### config.mk
export PLATFORM = sky130hd
export DESIGN_NAME = ring_rr_arbiter
export DESIGN_NICKNAME = d
export VERILOG_FILES = /design/src/rtl/ring_rr_arbiter.sv
export SDC_FILE = /design/constraint.sdc
export NUM_CORES = 1
export LEC_CHECK = 0
export ABC_CLOCK_PERIOD_IN_PS = 2050
export CAP_MARGIN = 10
export CORE_MARGIN = 8
export CORE_UTILIZATION = 45
export CTS_BUF_LIST = sky130_fd_sc_hd__clkbuf_16
export DETAILED_ROUTE_END_ITERATION = 16
export GPL_TIMING_DRIVEN = 0
export PLACE_DENSITY = 0.74
export SLEW_MARGIN = 30
export SYNTH_ARGS = -nofsm -noshare
export SYNTH_HDL_FRONTEND = slang
export SYNTH_SLANG_ARGS = --single-unit
### constraint.sdc
create_clock -name clk -period 2.05 [get_ports clk]
set_input_delay 0.615 -clock clk [delete_from_list [all_inputs] [get_ports clk]]
set_output_delay 0.615 -clock clk [all_outputs]
set_load 0.005 [all_outputs]
### src/rtl/ring_rr_arbiter.sv
// ring_rr_arbiter: round-robin arbiter with a one-hot rotating priority
// pointer and a per-grant hold limit. Drives a one-hot select for a shared
// resource; every output is registered.
module ring_rr_arbiter #(
    parameter int N        = 4,
    parameter int MAX_HOLD = 8,
    parameter int HW       = (MAX_HOLD > 1) ? $clog2(MAX_HOLD) : 1
) (
    input  logic          clk,
    input  logic          rst,          // asynchronous, active-low
    input  logic [N-1:0]  req,
    output logic [N-1:0]  grant,
    output logic          grant_valid,
    output logic [N-1:0]  ptr,
    output logic [HW-1:0] hold_cnt,
    output logic          preempt
);

    typedef enum logic {
        IDLE = 1'b0,
        BUSY = 1'b1
    } state_t;

    // Last permitted hold count; reaching it with the request still high
    // forces a hand-off on the following edge.
    localparam logic [HW-1:0] HOLD_LAST = HW'(MAX_HOLD - 1);

    state_t          state;
    state_t          state_nxt;
    logic [N-1:0]    grant_nxt;
    logic [N-1:0]    ptr_nxt;
    logic [HW-1:0]   hold_nxt;
    logic            preempt_nxt;
    logic [N-1:0]    rel_ptr;
    logic [N-1:0]    win;
    logic            req_hit;
    logic            hold_on;

    // Picks the first set request scanning upward (with wrap) from the
    // pointer bit. The requests are rotated so the pointer position lands
    // on bit 0, the lowest set bit is isolated, and the result is rotated
    // back into place. Returns all-zero when no request is set.
    function automatic logic [N-1:0] pick_winner(input logic [N-1:0] r,
                                                 input logic [N-1:0] p);
        logic [2*N-1:0] dbl;
        logic [N-1:0]   rot;
        logic [N-1:0]   iso;
        int             base;
        base = 0;
        for (int i = 0; i < N; i++) begin
            if (p[i]) begin
                base = i;
            end
        end
        dbl = {r, r} >> base;
        rot = dbl[N-1:0];
        iso = rot & (-rot);
        dbl = {iso, iso} << base;
        return dbl[2*N-1:N];
    endfunction

    // Pointer after a release: the requester just above the current winner.
    assign rel_ptr = {grant[N-2:0], grant[N-1]};

    // Granted requester still asking, and still inside its hold budget.
    assign req_hit = |(req & grant);
    assign hold_on = req_hit && (hold_cnt != HOLD_LAST);

    // Next-state and next-output selection for the IDLE/BUSY machine.
    always_comb begin
        state_nxt   = state;
        grant_nxt   = grant;
        ptr_nxt     = ptr;
        hold_nxt    = hold_cnt;
        preempt_nxt = 1'b0;
        win         = '0;
        case (state)
            IDLE: begin
                win = pick_winner(req, ptr);
                if (|req) begin
                    grant_nxt = win;
                    hold_nxt  = '0;
                    state_nxt = BUSY;
                end
            end
            BUSY: begin
                if (hold_on) begin
                    hold_nxt = hold_cnt + HW'(1);
                end else begin
                    // Release: the releasing requester drops to lowest
                    // priority and the next winner is taken in the same
                    // edge, so there is no idle bubble between owners.
                    ptr_nxt     = rel_ptr;
                    win         = pick_winner(req, rel_ptr);
                    grant_nxt   = win;
                    hold_nxt    = '0;
                    preempt_nxt = req_hit;
                    state_nxt   = (|win) ? BUSY : IDLE;
                end
            end
            default: begin
                state_nxt = IDLE;
                grant_nxt = '0;
                hold_nxt  = '0;
            end
        endcase
    end

    // State and output registers; reset forces the idle, pointer-at-0 state.
    always_ff @(posedge clk or negedge rst) begin
        if (!rst) begin
            state       <= IDLE;
            grant       <= '0;
            grant_valid <= 1'b0;
            ptr         <= {{(N-1){1'b0}}, 1'b1};
            hold_cnt    <= '0;
            preempt     <= 1'b0;
        end else begin
            state       <= state_nxt;
            grant       <= grant_nxt;
            grant_valid <= |grant_nxt;
            ptr         <= ptr_nxt;
            hold_cnt    <= hold_nxt;
            preempt     <= preempt_nxt;
        end
    end

endmodule
==> Word level (Yosys, flattened, before mapping) <==
Index checks and enable logic that the tools add are counted.
{ "totals": {"reg_bits": 14, "inputBits": 6} }
{ "op_classes": {"add_sub_neg": 3, "n_eq_ne": 2, "shifts": 4, "n_mux": 21, "bitwise_logic": 5, "n_reduce_logical": 6} }
{ "ops": {"columns": ["op", "count"], "rows": [
  ["$mux 32", 7],
  ["$shl 8x32->8", 2],
  ["$shr 8x32->4", 2],
  ["$reduce_or 4->1", 4],
  ["$and 4x4->4", 3],
  ["$mux 4", 2],
  ["$neg 4->4", 2],
  ["$pmux 4 s2", 1],
  ["$mux 1", 7],
  ["$mux 3", 2],
  ["$pmux 3 s2", 1],
  ["$add 3x1->3 const B", 1],
  ["$ne 3x3->1 const B", 1],
  ["$ne 2x2->1 const B", 1],
  ["$not 1->1", 2],
  ["$pmux 1 s2", 1],
  ["$reduce_and 2->1", 1],
  ["$logic_and 1x1->1", 1]
]} }

==> Longest topological paths before layout <==
Gate-level depths: netlist of the first run.
{ "logic_depth": {"depth_word": 13, "depth_mapped": 8} }

==> Least setup slack after synthesis of the first run <==
Ideal clock, no wire load.
{ "synth_path": {"path_type": "input to register", "start": "input req[2]", "end": "register grant_valid", "setup_time_ps": 139, "arrival_time_ps": 1995, "required_time_ps": 1911, "path_slack_ps": -84, "path_stages": 6, "path_buffers": 1, "path_cell_list": "buf_2 > nor4_4 > inv_2 > or3_1 > o211a_2 > or4_1"} }
{ "synth_via": {"elab_chain_cells": 7} }
{ "synth_rtl": {"columns": ["item", "line_no", "source"], "rows": [
  ["start, declared", "11", "input logic [N-1:0] req,"],
  ["$shr 8x32->4", "55", "dbl = {r, r} >> base;"],
  ["$neg 4->4", "57", "iso = rot & (-rot);"],
  ["$and 4x4->4", "57", null],
  ["$shl 8x32->8", "58", "dbl = {iso, iso} << base;"],
  ["$mux 4 (on tied branches)", "87, 80", null],
  ["$pmux 4 s2 *", "77", "case (state)"],
  ["via grant_nxt[0]", "30", "logic [N-1:0] grant_nxt;"],
  ["$reduce_or 4->1 *", "121", "grant_valid <= |grant_nxt;"],
  ["end signal, assigned", "121", null],
  ["end, declared", "13", "output logic grant_valid,"]
]} }
The timed path passes the listed nets; every way through them passes the cells marked *.
A chain may end at the register's enable or synchronous reset.

==> Final worst setup path of the first run <==
{ "layout_path": {"start": "input req[1]", "end": "register grant_valid"} }
The elaborated chain is that of the path after synthesis.

==> results of run 1 <==
==> cell usage in the layout (no fill, tap or decap), types with 2 or more instances in the layout <==
cell type	n
a21oi_1	10
a22oi_2	2
buf_2	4
buf_4	17
buf_6	7
clkbuf_16	3
clkdlybuf4s50_1	14
dfrtp_1	12
ha_1	2
inv_1	4
mux2_2	2
nand2_1	12
nand2b_1	4
nand3_1	3
nor2_1	8
o211ai_1	2
o21ai_0	8
o31a_1	2
==> worst min-delay path by stage <==
stage	to	slack [ns]
6_report	hold_cnt[1]	0.55
5_1_grt	hold_cnt[2]	0.58
4_1_cts	hold_cnt[1]	0.56
3_5_place_dp	hold_cnt[1]	0.55
3_3_place_gp	hold_cnt[1]	0.54
2_1_floorplan	grant[0]	0.32
==> registers in the layout, summed over array words and instances, names as in the netlist <==
signal / flops
ptr: 4
preempt: 1
state: 1
hold_cnt: 3
grant: 4
grant_valid: 1
==> synth_stat cells, types with 2 or more instances <==
| library cell | n |
|---|---|
| o211ai_1 | 2 |
| o31a_1 | 2 |
| nand2b_1 | 4 |
| a21oi_1 | 10 |
| nor2_1 | 8 |
| clkbuf_1 | 2 |
| buf_2 | 4 |
| nand2_1 | 12 |
| mux2_2 | 2 |
| o21ai_0 | 9 |
| nand3_1 | 3 |
| ha_1 | 2 |
| inv_1 | 5 |
| a22oi_1 | 2 |
| dfrtp_1 | 13 |
==> stage by stage <==
| step | setup TNS [ns] | hold slack (ns) | cells |
|---|---|---|---|
| 2_1_floorplan | -0.0840 | 0.319 | 106 |
| 3_3_place_gp | -1.96 | 0.539 | 151 |
| 3_5_place_dp | -2.05 | 0.552 | 151 |
| 4_1_cts | -0.274 | 0.558 | 170 |
| 5_1_grt | -0.157 | 0.579 | 175 |
| 6_report | -0.130 | 0.553 | 175 |
==> where the power goes <==
part           total (uW)  internal, uW  switching, uW  leakage, uW
Combinational        1080           589            489     0.000402
Sequential            516           390            126     0.000170
Clock                 367           258            110    0.0000385
Total                1960          1240            725     0.000611
==> metal layers <==
metal	global-route usage, %	part of all wire (%)
met2	29.6	55
met1	19.4	40
met5	0	0
met4	5.65	0.32
met3	1.88	4.5
==> logic make-up (layout without fill, tap and decap cells) <==
| family | Yosys count | count (layout) | share of synthesized area (%) |
|---|---|---|---|
| adder cells (fa/ha/maj) | 2 | 2 | 2.73 |
| AND/OR/NAND/NOR | 37 | 37 | 21.6 |
| buffers and inverters | 13 | 55 | 6.68 |
| multiplexers | 3 | 3 | 3.55 |
| AO/OA/AOI/OAI | 37 | 37 | 27.1 |
| flip-flops | 14 | 14 | 38.3 |
==> worst reg2reg max path, cell delays in order (launching register included) <==
cell	delay, ns
dfrtp_2	0.44
a22oi_2	0.23
a21o_1	0.18
buf_6	0.15
and2_4	0.17
a21oi_1	0.06
o2111a_1	0.26
or4_4	0.53
==> layout make-up <==
class	count	area, um^2
sequential	14	353
timing repair buffer	38	344
clock inverter	1	3.75
fill	146	531
multi-input combinational	79	531
tap	27	33.8
clock buffer	3	75.1
inverter	6	25.0
buffer	7	46.3
==> repair_timing <==
item,4_1_cts,5_1_grt
endpoints found under the setup margin,4,2
hold endpoints to repair,0,0
pin swaps,7,7
setup buffers,15,6
resized for setup,21,17
==> key figures, run 1 <==
Run status
  – Outcome: finished with violations
  – Violated checks: negative setup slack

Drt
  – Routed wire per std cell: ~18 um
  – Remaining antenna violation count: 0
  – Iteration-0 DRC Markers: between 50 and 60
  – Vias/cell: approximately 5.7
  – 1st-pass router iterations: 4
  – Via count: 1000
  – Post-Route WL: between 3 and 4 mm
  – DRC viols: 0

Timing
  – Highest clock rate: between 400 and 500 MHz
  – Max Slew Vio Count: 0
  – Relative slew slack: a little under three fifths
  – Final hold violations: 0
  – # setup viols final: 1
  – Tcrit/Tclk final: 106%
  – Worst slew pin tran: 0.650 ns
  – Layout Skew: 0.00418 ns
  – RSZ-0062 raised after global routing: true
  – Final Worst Setup Slack: -0.130 ns
  – Fin crit period: ~2.2 ns

Logic synthesis
  – Syn. warnings: 0
  – Flop and latch count out of synthesis: 14
  – Seq/Total Area, Yosys: 38.3%
  – Synthesized area: 917 um^2
  – Unique masters post-synth: 41
  – Post-Syn Instances: between 100 and 150
  – Synth top area cells: dfrtp_1 35%, a21oi_1 5.5%, o21ai_0 4.9%, nand2_1 4.9%, nor2_1 3.3%
  – Syn Nets: 114
  – Post-synth EDFFs: 0
  – Post-synth top flop: dfrtp_1
  – Avg Inst Size Synth: roughly 8.7 um^2
  – Synth async-reset ratio: 100%
  – Largest area contributor in the netlist: dfrtp_1
  – Synth top area share: between 30% and 40%

Worst setup path
  – Worst stage delay on the critical path: between 0.4 and 0.5 ns
  – Crit Path Class: in -> reg
  – Worst setup path start: req[1]
  – Reg2Reg Depth: 7
  – Worst r2r dst: grant_valid
  – RR Startpoint: grant[0]
  – CP Buf/Inv Count: 3
  – Worst EP required: about 2.2 ns
  – Startpoint Class: input port
  – Setup crit end kind: flip-flop
  – Cell Chain, Critical Path: buf_8, nor4_4, inv_2, buf_6, or3_1, o211a_4, or4_4
  – Worst R2R Setup Slack: -0.09 ns
  – Critical path depth: 7
  – Family with the most delay on the worst path: simple AND/OR/NAND/NOR gates
  – Worst Setup EP: grant_valid
  – Crit path max fanout: 3
  – Slowest CP cell: or4_4
  – Crit path DAT: 2.29 ns

Final layout
  – NumNets Final: around 160
  – Share of layout cells above drive strength 1: 32.4%
  – Antenna cells: 0
  – Final core occ: between 70 and 80%
  – Area growth syn-to-layout: 53.9%
  – Post-route cell area: 0.00141 mm^2

Hold path
  – Hold path startpoint: hold_cnt[1]
  – HP Class: reg -> reg
  – Min-Delay Path Depth: 2

Run
  – MaxCap Viol Count: 0

Clock network
  – Clock sink count: 14
  – CTS Buf Count: 3
  – Max clock buf depth: 2
  – Root buffer cell: clkbuf_16
  – Clk Latency, worst-skew pair: 0.24 ns
  – Hold_buf cts: 0
  – Worst-path clk slew: about 0.050 ns
  – TritonCTS clock tree: built
  – H-tree levels: 1

Floorplanning
  – Die outline height: 61.1 um
  – Die width: between 60 and 70 um
  – Rows: 16
  – Core area: just under 0.002 mm^2
  – Die area: between 0.003 and 0.004 mm^2
  – Top-level I/O count: 19
  – Initial core utilization: between 40% and 50%

Placed design
  – IO Port Bufs: 18
  – Detailed-placement wirelength estimate: between 1.5 and 2 mm
  – Placer Congestion: around 0.88
  – Placed cell area: approximately 0.0011 mm^2
  – Pre-CTS WS: -0.770 ns

Global routing
  – All-Layer GR Usage: between 10% and 20%
  – Largest net degree at the start of global routing: 15
  – Vias in the first global route: 1021
  – First-pass GRT wire length: 4.72 mm
  – Initial antenna violation count: 0
  – Grt ovf: 0

Pwr
  – Peak supply drop: roughly 0.85 mV
  – Pwr dens: between 1000 and 1500 mW/mm^2
  – Total chip power: just under 2000 uW
  – LEAKAGE: 0.000611 uW
No activity file was read; power rests on OpenSTA's default activity.
==> run 2: changes to the inputs <==
--- a/config.mk
+++ b/config.mk
@@ -8,11 +8,10 @@
 export ABC_CLOCK_PERIOD_IN_PS = 2050
 export CAP_MARGIN = 10
 export CORE_MARGIN = 8
-export CORE_UTILIZATION = 45
+export CORE_UTILIZATION = 28
 export CTS_BUF_LIST = sky130_fd_sc_hd__clkbuf_16
 export DETAILED_ROUTE_END_ITERATION = 16
 export GPL_TIMING_DRIVEN = 0
-export PLACE_DENSITY = 0.74
 export SLEW_MARGIN = 30
 export SYNTH_ARGS = -nofsm -noshare
 export SYNTH_HDL_FRONTEND = slang
==> run 2 against run 1 <==
The run still ends with negative setup slack left; count of clock-buffer cells in the layout unchanged; global-route usage decreased by 5.1 points; flip-flop and latch count is the same; total power shrank 0.15%; maximum frequency grew 3.9%; worst hold slack improved by 0.039 ns; first-iteration DRC count is the same; setup slack better by 0.082 ns; critical endpoint unchanged; largest cell class unchanged; highest routed layer unchanged.
==> key figures, run 2 (synthesis gave the netlist of run 1 again) <==
Final layout
  – Commonest non-fill, non-tap cell in the layout: buf_4
  – Final core occ: 47.8% (-25 points)
  – Antenna cells: 0 (unchanged)
  – Regs by FF count: grant (4), ptr (4), hold_cnt (3)
  – Share of layout cells above drive strength 1: 35.1% (+2.7 points)
  – Most frequent cells in the layout: 21 x buf_4, 14 x clkdlybuf4s50_1, 12 x nand2_1, 11 x dfrtp_1
  – Area growth syn-to-layout: 60.4%
  – NumNets Final: 160 (+1.9%)

Floorplanning
  – Rows: 20 (+4)
  – Die area: 0.00536 mm^2 (+43%)
  – Die outline height: 73.2 um (+20%)
  – Die width: 73.2 um (+20%)
  – Initial core utilization: 29.8% (-17 points)
  – Top-level I/O count: 19 (unchanged)
  – Core area: 0.00308 mm^2 (+59%)

Worst setup path
  – Crit path max fanout: 7 (+4)
  – CP Buf/Inv Count: 1 (-2)
  – Worst setup path start: hold_cnt[1]
  – Reg2Reg Depth: 8 (+1)
  – Cell Chain, Critical Path: ha_2, ha_4, a21o_1, buf_6, nor2_4, a31oi_2, o211a_2, or4_1
  – Slowest CP cell: or4_1
  – Startpoint Class: flip-flop
  – Worst stage delay on the critical path: 0.53 ns (+0.06 ns)
  – Crit path DAT: 2.20 ns (-0.09 ns)
  – Critical path depth: 8 (+1)
  – Crit Path Class: reg -> reg
  – RR Startpoint: hold_cnt[1]
  – Setup crit end kind: flip-flop
  – Worst EP required: 2.15 ns (about the same)
  – Family with the most delay on the worst path: simple AND/OR/NAND/NOR gates

Clock network
  – CTS Buf Count: 3 (unchanged)
  – Worst-path clk slew: 0.04 ns (about the same)
  – Clock sink count: 14 (unchanged)
  – Max clock buf depth: 2 (unchanged)
  – Clk Latency, worst-skew pair: 0.24 ns (about the same)
  – Hold_buf cts: 0 (unchanged)
  – H-tree levels: 1 (unchanged)
  – Root buffer cell: clkbuf_16
  – TritonCTS clock tree: built

Hold path
  – Min-Delay Path Depth: 1 (-1)
  – HP Class: reg -> reg
  – Hold path startpoint: grant[3]

Timing
  – Final hold violations: 0 (unchanged)
  – Setup TNS: -0.0478 ns (+0.0822 ns)
  – Highest clock rate: 477 MHz (+3.9%)
  – RSZ-0062 raised after global routing: true
  – # setup viols final: 1 (unchanged)
  – Worst slew pin tran: 0.603 ns (-0.0467 ns)
  – Layout Skew: 0.00298 ns (-0.00120 ns)
  – Fin crit period: 2.10 ns (-0.0822 ns)
  – Max Slew Vio Count: 0 (unchanged)
  – Relative slew slack: 59.7% (+3.1 points)
  – Tcrit/Tclk final: 102% (-4.0 points)
  – Final Worst Setup Slack: -0.0478 ns (+0.0822 ns)

Global routing
  – First-pass GRT wire length: 4.74 mm (+0.45%)
  – Met1 Use GR: 13.6% (-5.8 points)
  – Largest net degree at the start of global routing: 15 (unchanged)
  – GRT met2 Usage: 19.0% (-11 points)
  – Grt ovf: 0 (unchanged)
  – Initial antenna violation count: 0 (unchanged)
  – Vias in the first global route: 1029 (+0.78%)
  – GR peak layer: met2
  – Met3 Resource Use GR: 2.06% (+0.18 points)
  – All-Layer GR Usage: 11.4% (-5.1 points)

Placed design
  – Detailed-placement wirelength estimate: 1.96 mm (+7.0%)
  – Placer Congestion: 0.895 (+1.3%)
  – IO Port Bufs: 18 (unchanged)

Drt
  – Iteration-0 DRC Markers: 58 (unchanged)
  – 1st-pass router iterations: 4 (unchanged)
  – Vias/cell: 5.05 (-12%)
  – Post-Route WL: 2.85 mm (-9.1%)
  – Via count: 985 (-1.5%)
  – DRC viols: 0 (unchanged)
  – Remaining antenna violation count: 0 (unchanged)
  – Routed wire per std cell: 14.6 um (-18%)

Pwr
  – LEAKAGE: 0.000621 uW (+1.7%)
  – Total chip power: 1960 uW (-0.15%)
  – Pwr dens: 1330 mW/mm^2 (-4.2%)
  – Peak supply drop: 0.753 mV (-12%)

Run
  – MaxCap Viol Count: 0 (unchanged)

Run status
  – Outcome: finished with violations
  – Violated checks: negative setup slack
-- run 2: through the flow --
stage | hold slack [ns] | std cells | setup slack, ns | area [um^2]
6_report | 0.592 | 195 | -0.0478 | 1470
2_1_floorplan | 0.319 | 106 | -0.0840 | 917
4_1_cts | 0.590 | 195 | -0.0510 | 1440
3_3_place_gp | 0.552 | 168 | -0.793 | 1150
3_5_place_dp | 0.552 | 168 | -0.810 | 1150
5_1_grt | 0.626 | 195 | -0.108 | 1470
-- run 2: layout make-up --
type	count	area, um^2
tap	44	55.1
fill	300	1610
clock buffer	3	75.1
timing repair buffer	41	373
clock inverter	1	3.75
sequential	14	354
inverter	6	22.5
buffer	7	46.3
multi-input combinational	79	542
-- run 2: final timing paths --
check,end,slack [ns]
max in group asynchronous,grant[3],0.87
worst max register to register,grant_valid,-0.05
worst max-delay path,grant_valid,-0.05
min in group asynchronous,hold_cnt[0],0.76
worst min-delay path,ptr[0],0.59
worst min register to register,ptr[0],0.59
-- run 2: per-layer routing --
layer	up-vias	wire, um
met5	-	0
met4	0	53
met3	6	127
met2	30	1390
met1	473	1280
li1	476	-
-- run 2: power breakdown --
part	switching (uW)	leakage, uW	total, uW	internal, uW
Clock	106	0.0000385	363	257
Sequential	117	0.000169	509	392
Combinational	482	0.000414	1090	605
-- run 2: repair_timing --
action                     4_1_cts  5_1_grt
cloned                           0        0
pin swaps                        8        7
setup buffers                   23        1
setup endpoints to repair        6        2
gates resized for setup         33       10
